<file path="src/rtl/hg_sample_ctrl.sv">
// Mercury tilt-switch sampler: synchronises the raw contact code, qualifies it
// over several divided sample ticks and hands accepted codes off via valid/ack.
module hg_sample_ctrl #(
  parameter int CLK_DIV    = 50000,
  parameter int STABLE_CNT = 4,
  parameter int HOLDOFF    = 8
) (
  input  logic       clk,
  input  logic       rst,
  input  logic [3:0] hg_raw,
  output logic [3:0] hg_q,
  output logic       upd_valid,
  input  logic       upd_ack,
  output logic       busy,
  output logic [7:0] chg_cnt
);

  localparam int DIV_W   = $clog2(CLK_DIV);
  localparam int MATCH_W = $clog2(STABLE_CNT + 1);
  localparam int HOLD_W  = (HOLDOFF > 0) ? $clog2(HOLDOFF + 1) : 1;

  localparam logic [DIV_W-1:0]   DIV_LAST   = DIV_W'(CLK_DIV - 1);
  localparam logic [MATCH_W-1:0] MATCH_LAST = MATCH_W'(STABLE_CNT - 1);
  localparam logic [HOLD_W-1:0]  HOLD_INIT  = HOLD_W'(HOLDOFF);

  typedef enum logic [1:0] {IDLE, QUAL, PEND, HOLD} state_t;

  state_t             state;
  logic [3:0]         sync_1;
  logic [3:0]         hg_s;
  logic [DIV_W-1:0]   div_cnt;
  logic               tick;
  logic [3:0]         cand;
  logic [MATCH_W-1:0] match;
  logic [HOLD_W-1:0]  hold;

  always_ff @(posedge clk or posedge rst) begin
    if (rst) begin
      sync_1 <= '0;
      hg_s   <= '0;
    end else begin
      sync_1 <= hg_raw;
      hg_s   <= sync_1;
    end
  end

  assign tick = (div_cnt == DIV_LAST);

  always_ff @(posedge clk or posedge rst) begin
    if (rst) div_cnt <= '0;
    else     div_cnt <= tick ? '0 : div_cnt + 1'b1;
  end

  always_ff @(posedge clk or posedge rst) begin
    if (rst) begin
      state     <= IDLE;
      hg_q      <= '0;
      upd_valid <= 1'b0;
      busy      <= 1'b0;
      chg_cnt   <= '0;
      cand      <= '0;
      match     <= '0;
      hold      <= '0;
    end else begin
      case (state)
        IDLE: begin
          if (tick && (hg_s != hg_q)) begin
            cand  <= hg_s;
            match <= MATCH_W'(1);
            busy  <= 1'b1;
            if (STABLE_CNT == 1) begin
              hg_q      <= hg_s;
              upd_valid <= 1'b1;
              state     <= PEND;
            end else begin
              state <= QUAL;
            end
          end
        end
        QUAL: begin
          if (tick) begin
            if (hg_s == cand) begin
              match <= match + 1'b1;
              if (match == MATCH_LAST) begin
                hg_q      <= cand;
                upd_valid <= 1'b1;
                state     <= PEND;
              end
            end else if (hg_s == hg_q) begin
              state <= IDLE;
              busy  <= 1'b0;
            end else begin
              cand  <= hg_s;
              match <= MATCH_W'(1);
            end
          end
        end
        PEND: begin
          // Ticks are deliberately ignored here, so a tick on the ack edge is lost.
          if (upd_ack) begin
            upd_valid <= 1'b0;
            if (chg_cnt != 8'hFF) chg_cnt <= chg_cnt + 1'b1;
            if (HOLDOFF == 0) begin
              state <= IDLE;
              busy  <= 1'b0;
            end else begin
              state <= HOLD;
              hold  <= HOLD_INIT;
            end
          end
        end
        HOLD: begin
          if (tick) begin
            hold <= hold - 1'b1;
            if (hold <= HOLD_W'(1)) begin
              state <= IDLE;
              busy  <= 1'b0;
            end
          end
        end
        default: begin
          state <= IDLE;
          busy  <= 1'b0;
        end
      endcase
    end
  end

endmodule

</file>
<file path="config.mk">
export PLATFORM = sky130hd
export DESIGN_NAME = hg_sample_ctrl
export DESIGN_NICKNAME = d
export VERILOG_FILES = /design/src/rtl/hg_sample_ctrl.sv
export SDC_FILE = /design/constraint.sdc
export NUM_CORES = 1
export LEC_CHECK = 0
export CAP_MARGIN = 15
export CORE_UTILIZATION = 45
export DETAILED_ROUTE_END_ITERATION = 12
export GPL_TIMING_DRIVEN = 0
export PLACE_DENSITY = 0.66
export RECOVER_POWER = 100
export SLEW_MARGIN = 25
export SYNTH_ARGS = -nofsm -noshare
export SYNTH_HDL_FRONTEND = slang
export SYNTH_SLANG_ARGS = --single-unit
export TNS_END_PERCENT = 1
</file>
<file path="constraint.sdc">
create_clock -name clk -period 2.4 [get_ports clk]
set_clock_uncertainty 0.05 [all_clocks]
set_input_delay 0.36 -clock clk [delete_from_list [all_inputs] [get_ports clk]]
set_output_delay 0.36 -clock clk [all_outputs]
set_load 0.02 [all_outputs]
</file>
==> flow_summary.toml, run 1 <==
[synthesis]
synth_area_per_cell_um2 = 11.6
synth-compound-area-share_pct = 6.43
yosysTopAreaCell = "dfrtp_1"
yosysMostFrequentCell = "dfrtp_1"
synth_area_leaders = "dfrtp_1, xor2_1, xnor2_1"
synth_flop_cell = "dfrtp_1"
synth-simple-area-share_pct = 17.0
synth_fp_nets = 216
postSynthCellCount = 203
synth_top_family_by_area = "simple AND/OR/NAND/NOR gates"
synth_fa_ha_area_share_pct = 3.19
synth_common_cells = "dfrtp_1, nor2_1, xor2_1"
yosys.cell_types.count = 44
synth.top_cell.area_share_pct = 54.2
synth-edff-count = 0
ys_warn_count = 0
synthMuxAreaShare_pct = 5.58
synthArstFlopShare_pct = 100
synth-xor-area-share_pct = 10.8
synth_seq_area_share_pct = 54.2
ys_ff_latch = 51
syn_area_mm2 = 0.00236

[layout]
final_nets = 243
syn2layout_area_growth_pct = 15.4
drive_gt1_share_pct = 9.09
diodes = 0

[placed_design]
port_buffers = 20
gp_congestion = 0.762
dp_hpwl_um = 2750

[power_and_ir_drop]
power_uw = 1380
leakage_uw = 0.00135
powerDensity_mw_per_mm2 = 508
max-vdd-ir-drop_uv = 256

[timing]
period_minus_slack_ns = 2.22
finalSetupViolCount = 0
rsz0062_at_grt = "no"
holdWs_ns = 0.305
relSlewSlack_pct = 29.9
slew_viol_final = 0
period_share_pct = 92.5
max_clock_freq_mhz = 451
tightestPinTransition_ns = 1.05
finalSetupTns_ns = 0
hold_viol_final = 0

[floorplan]
fp-row-count = 25
core_area_mm2 = 0.00488
start_util_pct = 48.3
die_y_um = 74.4
ios = 21
dieArea_mm2 = 0.00553
fp.dieW_um = 74.4

[route]
drtIter0Drc = 67
dr.pass1.iters = 4
via_per_inst = 5.17
wl_per_cell_um = 13.7
postRouteAntennaNets = 0
via_count = 1542
wirelength_um = 4080
drc = 0

[critical_path]
critical-path-slowest-cell = "or4b_1"
worstSetupPathType = "register to register"
cp_num_buf_inv = 1
path_delay_family = "simple AND/OR/NAND/NOR gates"
r2r_slack_ns = 0.18
worstPathCellList = "or4b_1 -> nor4_4 -> and4_1 -> clkbuf_2 -> mux2_1"
crit_fanout = 7
worst_setup_path_start_kind = "register"
required_ns = 2.54
arrival_ns = 2.36
max_stage_delay_ns = 0.59
end_kind = "register"

[clock_tree]
htreeDepth = 2
cts_buffers = 5
cts.sink_count = 51
cts_resized = 0
clockBufferDepth = 2
cts-root-buf = "clkbuf_8"
clk_latency_ns = 0.30
cts_setup_buffers = 0
cts_hold_buf = 0
clkSlewWorstSetupHoldPaths_ns = 0.09
cts_tree = "yes"

[flow_run]
maxCapViolCount = 0

[grt]
grt_start_max_net_pins = 52
grt_pass1_wl_um = 7010
gr-usage-met3_pct = 4.07
grt_overflow = 0
antenna_found_initial = 0
grt_pass1_vias = 1542
grtUsageMet1_pct = 23.0
busiest_layer = "met2"
grt_use_total_pct = 17.1
grt_util_met2_pct = 26.2

[run_status]
status = "complete, no violations"

[worst_hold_path]
hold_path.class = "register to register"
metal layers:
layer,wire length [µm],part of all wire [%]
met5,0,0
met4,87,2.1
met3,97,2.4
met2,1790,44
met1,2110,52
path summary, 6_finish.rpt:
check,cells after the start,endpoint,start
worst max-delay path,5,hg_q[0],div_cnt[11]
worst min-delay path,0,hg_s[3],sync_1[3]
worst max register to register,5,hg_q[0],div_cnt[11]
worst min register to register,0,hg_s[3],sync_1[3]
max in group asynchronous,2,sync_1[3],rst
min in group asynchronous,2,chg_cnt[0],rst
report_power, final:
group          leakage (µW)  switching [µW]  total (µW)  internal (µW)
Combinational      0.000633            21.7        32.5           10.8
Sequential         0.000675            4.89         870            865
Clock             0.0000412             275         479            204
Total               0.00135             301        1380           1080
sequential cells by signal, summed over array words and instances (netlist names), named ones only:
name / cells
cand: 4
hg_q: 4
busy: 1
sync_1: 4
chg_cnt: 8
match: 3
upd_valid: 1
state: 1
hold: 4
hg_s: 4
div_cnt: 16
worst reg2reg max path, cell delays in order, from the launching register on:
cell      delay, ns
dfrtp_1        0.46
or4b_1         0.59
nor4_4         0.28
and4_1         0.22
clkbuf_2       0.18
mux2_1         0.34
cell families (layout without fill, tap and decap cells):
group	count (synthesis)	in the layout
AOI/OAI and AO/OA	20	20
xor gates and xnor gates	29	29
adders and majority gates	6	6
buffers and inverters	15	43
DFF	51	51
muxes	12	12
and+or+nand+nor	70	70
layout by cell type, fill, tap and decap left out, drive strengths merged, types with 2 or more instances in the layout:
| cell type | count |
|---|---|
| and4 | 2 |
| a22o | 4 |
| a211o | 2 |
| dfrtp | 51 |
| o21ai | 3 |
| nand2 | 14 |
| mux2i | 3 |
| nor4 | 6 |
| inv | 10 |
| clkbuf | 8 |
| xor2 | 16 |
| nand3 | 9 |
| or2 | 2 |
| ha | 6 |
| xnor2 | 13 |
| dlygate4sd3 | 19 |
| nor2b | 2 |
| o22ai | 2 |
| nor2 | 17 |
| nand4 | 4 |
| a21o | 2 |
| o2bb2ai | 2 |
| mux2 | 9 |
| buf | 3 |
| nand4bb | 2 |
| and3 | 3 |
| nor3 | 2 |
cell type report:
class / instances / area (µm²)
flip-flops and latches: 51 / 1280
fillers: 444 / 2160
clock buffers: 6 / 72.6
plain buffers: 5 / 26.3
inverters: 10 / 37.5
well taps: 67 / 83.8
clock inverters: 2 / 12.5
repair buffers: 20 / 200
multi-input cells: 137 / 1010
metrics by stage:
stage / utilization (%) / instances / cell area (µm²) / setup slack (ns)
floorplan: - / 203 / 2360 / 0.401
global placement: 54.1 / 290 / 2640 / -0.230
detailed placement: 54.2 / 290 / 2640 / 0.251
CTS: 55.9 / 298 / 2730 / 0.231
global route: 55.7 / 298 / 2720 / 0.103
finish: 55.7 / 298 / 2720 / 0.181
No activity file was read; power rests on OpenSTA's default activity.
==> run 2: changes to the inputs <==
- CORE_ASPECT_RATIO: default -> 0.9
- CORE_MARGIN: default -> 4
==> flow_summary.toml, run 2 (synthesis gave the netlist of run 1 again) <==
[layout]
final_common_cell = "dfrtp_1"
nFillCells = 466
largest_reg_flops = 16
final_nets = 243
drive_gt1_share_pct = 9.52
final_cell_count_no_fill = 296
diodes = 0
reg_top3 = "div_cnt (16), chg_cnt (8)"
final_core_util_pct = 55.1
syn2layout_area_growth_pct = 15.9
final_cell_mix = "dfrtp_1, dlygate4sd3_1, xor2_1, nor2_1, nand2_1"
regMostFlops = "div_cnt"

[timing]
period_share_pct = 90.4
finalSetupViolCount = 0
rsz0062_at_grt = "no"
period_minus_slack_ns = 2.17
hold_viol_final = 0
slew_viol_final = 0
max_clock_freq_mhz = 461
finalSetupTns_ns = 0
relSlewSlack_pct = 30.8
tightestPinTransition_ns = 1.04

[floorplan]
core_area_mm2 = 0.00495
fp.dieW_um = 84.3
dieArea_mm2 = 0.00646
ios = 21
start_util_pct = 47.6
die_y_um = 76.6
fp-row-count = 24

[route]
dr.pass1.iters = 4
wirelength_um = 4100
via_per_inst = 5.19
via_count = 1536
postRouteAntennaNets = 0
wl_per_cell_um = 13.9
drtIter0Drc = 60
drc = 0

[worst_hold_path]
hp-start = "sync_1[0]"
whs_path_depth = 0
holdPathEnd = "hg_s[0]"
hold_path.class = "register to register"

[grt]
grt_pass1_vias = 1575
antenna_found_initial = 0
grt_use_total_pct = 14.4
grt_start_max_net_pins = 52
grt_overflow = 0
grt_pass1_wl_um = 7510

[run_status]
status = "complete, no violations"

[critical_path]
reg2reg_to = "cand[1]"
crit_fanout = 7
worst_r2r_path_depth = 5
max_stage_delay_ns = 0.57
critical-path-slowest-cell = "or4b_1"
required_ns = 2.56
worstSetupPathType = "register to register"
end_kind = "register"
cp_num_buf_inv = 0
worstPathCellList = "or4b_1 -> nor4_4 -> nand2_1 -> nor2_2 -> mux2_2"
arrival_ns = 2.33
path_delay_family = "simple AND/OR/NAND/NOR gates"
r2r_slack_ns = 0.23
worst_setup_path_start_kind = "register"
worstReg2RegStart = "div_cnt[11]"

[flow_run]
maxCapViolCount = 0

[clock_tree]
cts_setup_buffers = 0
clk_latency_ns = 0.32
cts_buffers = 5
cts_resized = 0
cts_hold_buf = 0
htreeDepth = 2
cts.sink_count = 51
clockBufferDepth = 2
cts-root-buf = "clkbuf_8"
clkSlewWorstSetupHoldPaths_ns = 0.10
cts_tree = "yes"

[power_and_ir_drop]
switching_share_pct = 23.9
p_int_uw = 1090
power_switching_uw = 342
power_uw = 1430
max-vdd-ir-drop_uv = 387
p_comb_share_pct = 2.3
clkPwrFrac_pct = 37.0
leakage_uw = 0.00135
powerDensity_mw_per_mm2 = 525
sequentialPowerShare_pct = 60.7

[placed_design]
dp.cells = 288
port_buffers = 20
gp_congestion = 0.781
dp_hpwl_um = 2930
run 2: worst reg2reg max path: stages, from the launching register on:
cell and delay [ns]:
dfrtp_1 0.46, or4b_1 0.58, nor4_4 0.28, nand2_1 0.13
nor2_2 0.22, mux2_2 0.36
run 2: worst max path at each step:
stage / cells after the start / to / slack (ns) / startpoint
floorplan: 5 / hg_q[0] / 0.40 / div_cnt[11]
global placement: 2 / chg_cnt[4] / -0.21 / rst
detailed placement: 5 / cand[1] / 0.26 / div_cnt[11]
CTS: 5 / cand[1] / 0.25 / div_cnt[11]
global route: 5 / cand[1] / 0.1 / div_cnt[11]
finish: 5 / cand[1] / 0.23 / div_cnt[11]
run 2: per-layer routing:
layer	up-vias	wire length, µm	GRT usage [%]	part of all wire, %
met5	-	0	0	0
met4	0	53	3.86	1.3
met3	6	153	4.65	3.7
met2	23	1860	22.6	45
met1	744	2040	19.2	50
li1	763	-	-	-
run 2: power by group through the flow:
stage / combinational [µW] / clock [µW] / sequential (µW)
after global routing: 38.3 / 586 / 871
after global placement: 35.3 / 0 / 887
after floorplan: 19.6 / 0 / 886
final: 32.8 / 530 / 870
after CTS: 36.8 / 546 / 870
after detailed placement: 36.5 / 0 / 887
run 2: per-stage QoR:
stage | cell area [µm²] | hold slack, ns | setup slack (ns)
global route | 2730 | 0.321 | 0.0957
detailed placement | 2640 | 0.286 | 0.255
finish | 2730 | 0.308 | 0.230
floorplan | 2360 | 0.281 | 0.401
global placement | 2640 | 0.283 | -0.215
CTS | 2740 | 0.311 | 0.253
run 2: cell type report:
type,instances,area [µm²],share of cell area (%)
flip-flops and latches,51,1280,46.7
multi-input cells,137,1010,37.0
repair buffers,20,200,7.33
well taps,65,81.3,2.98
clock buffers,5,68.8,2.52
inverters,10,37.5,1.37
plain buffers,5,28.8,1.05
clock inverters,3,27.5,1.01
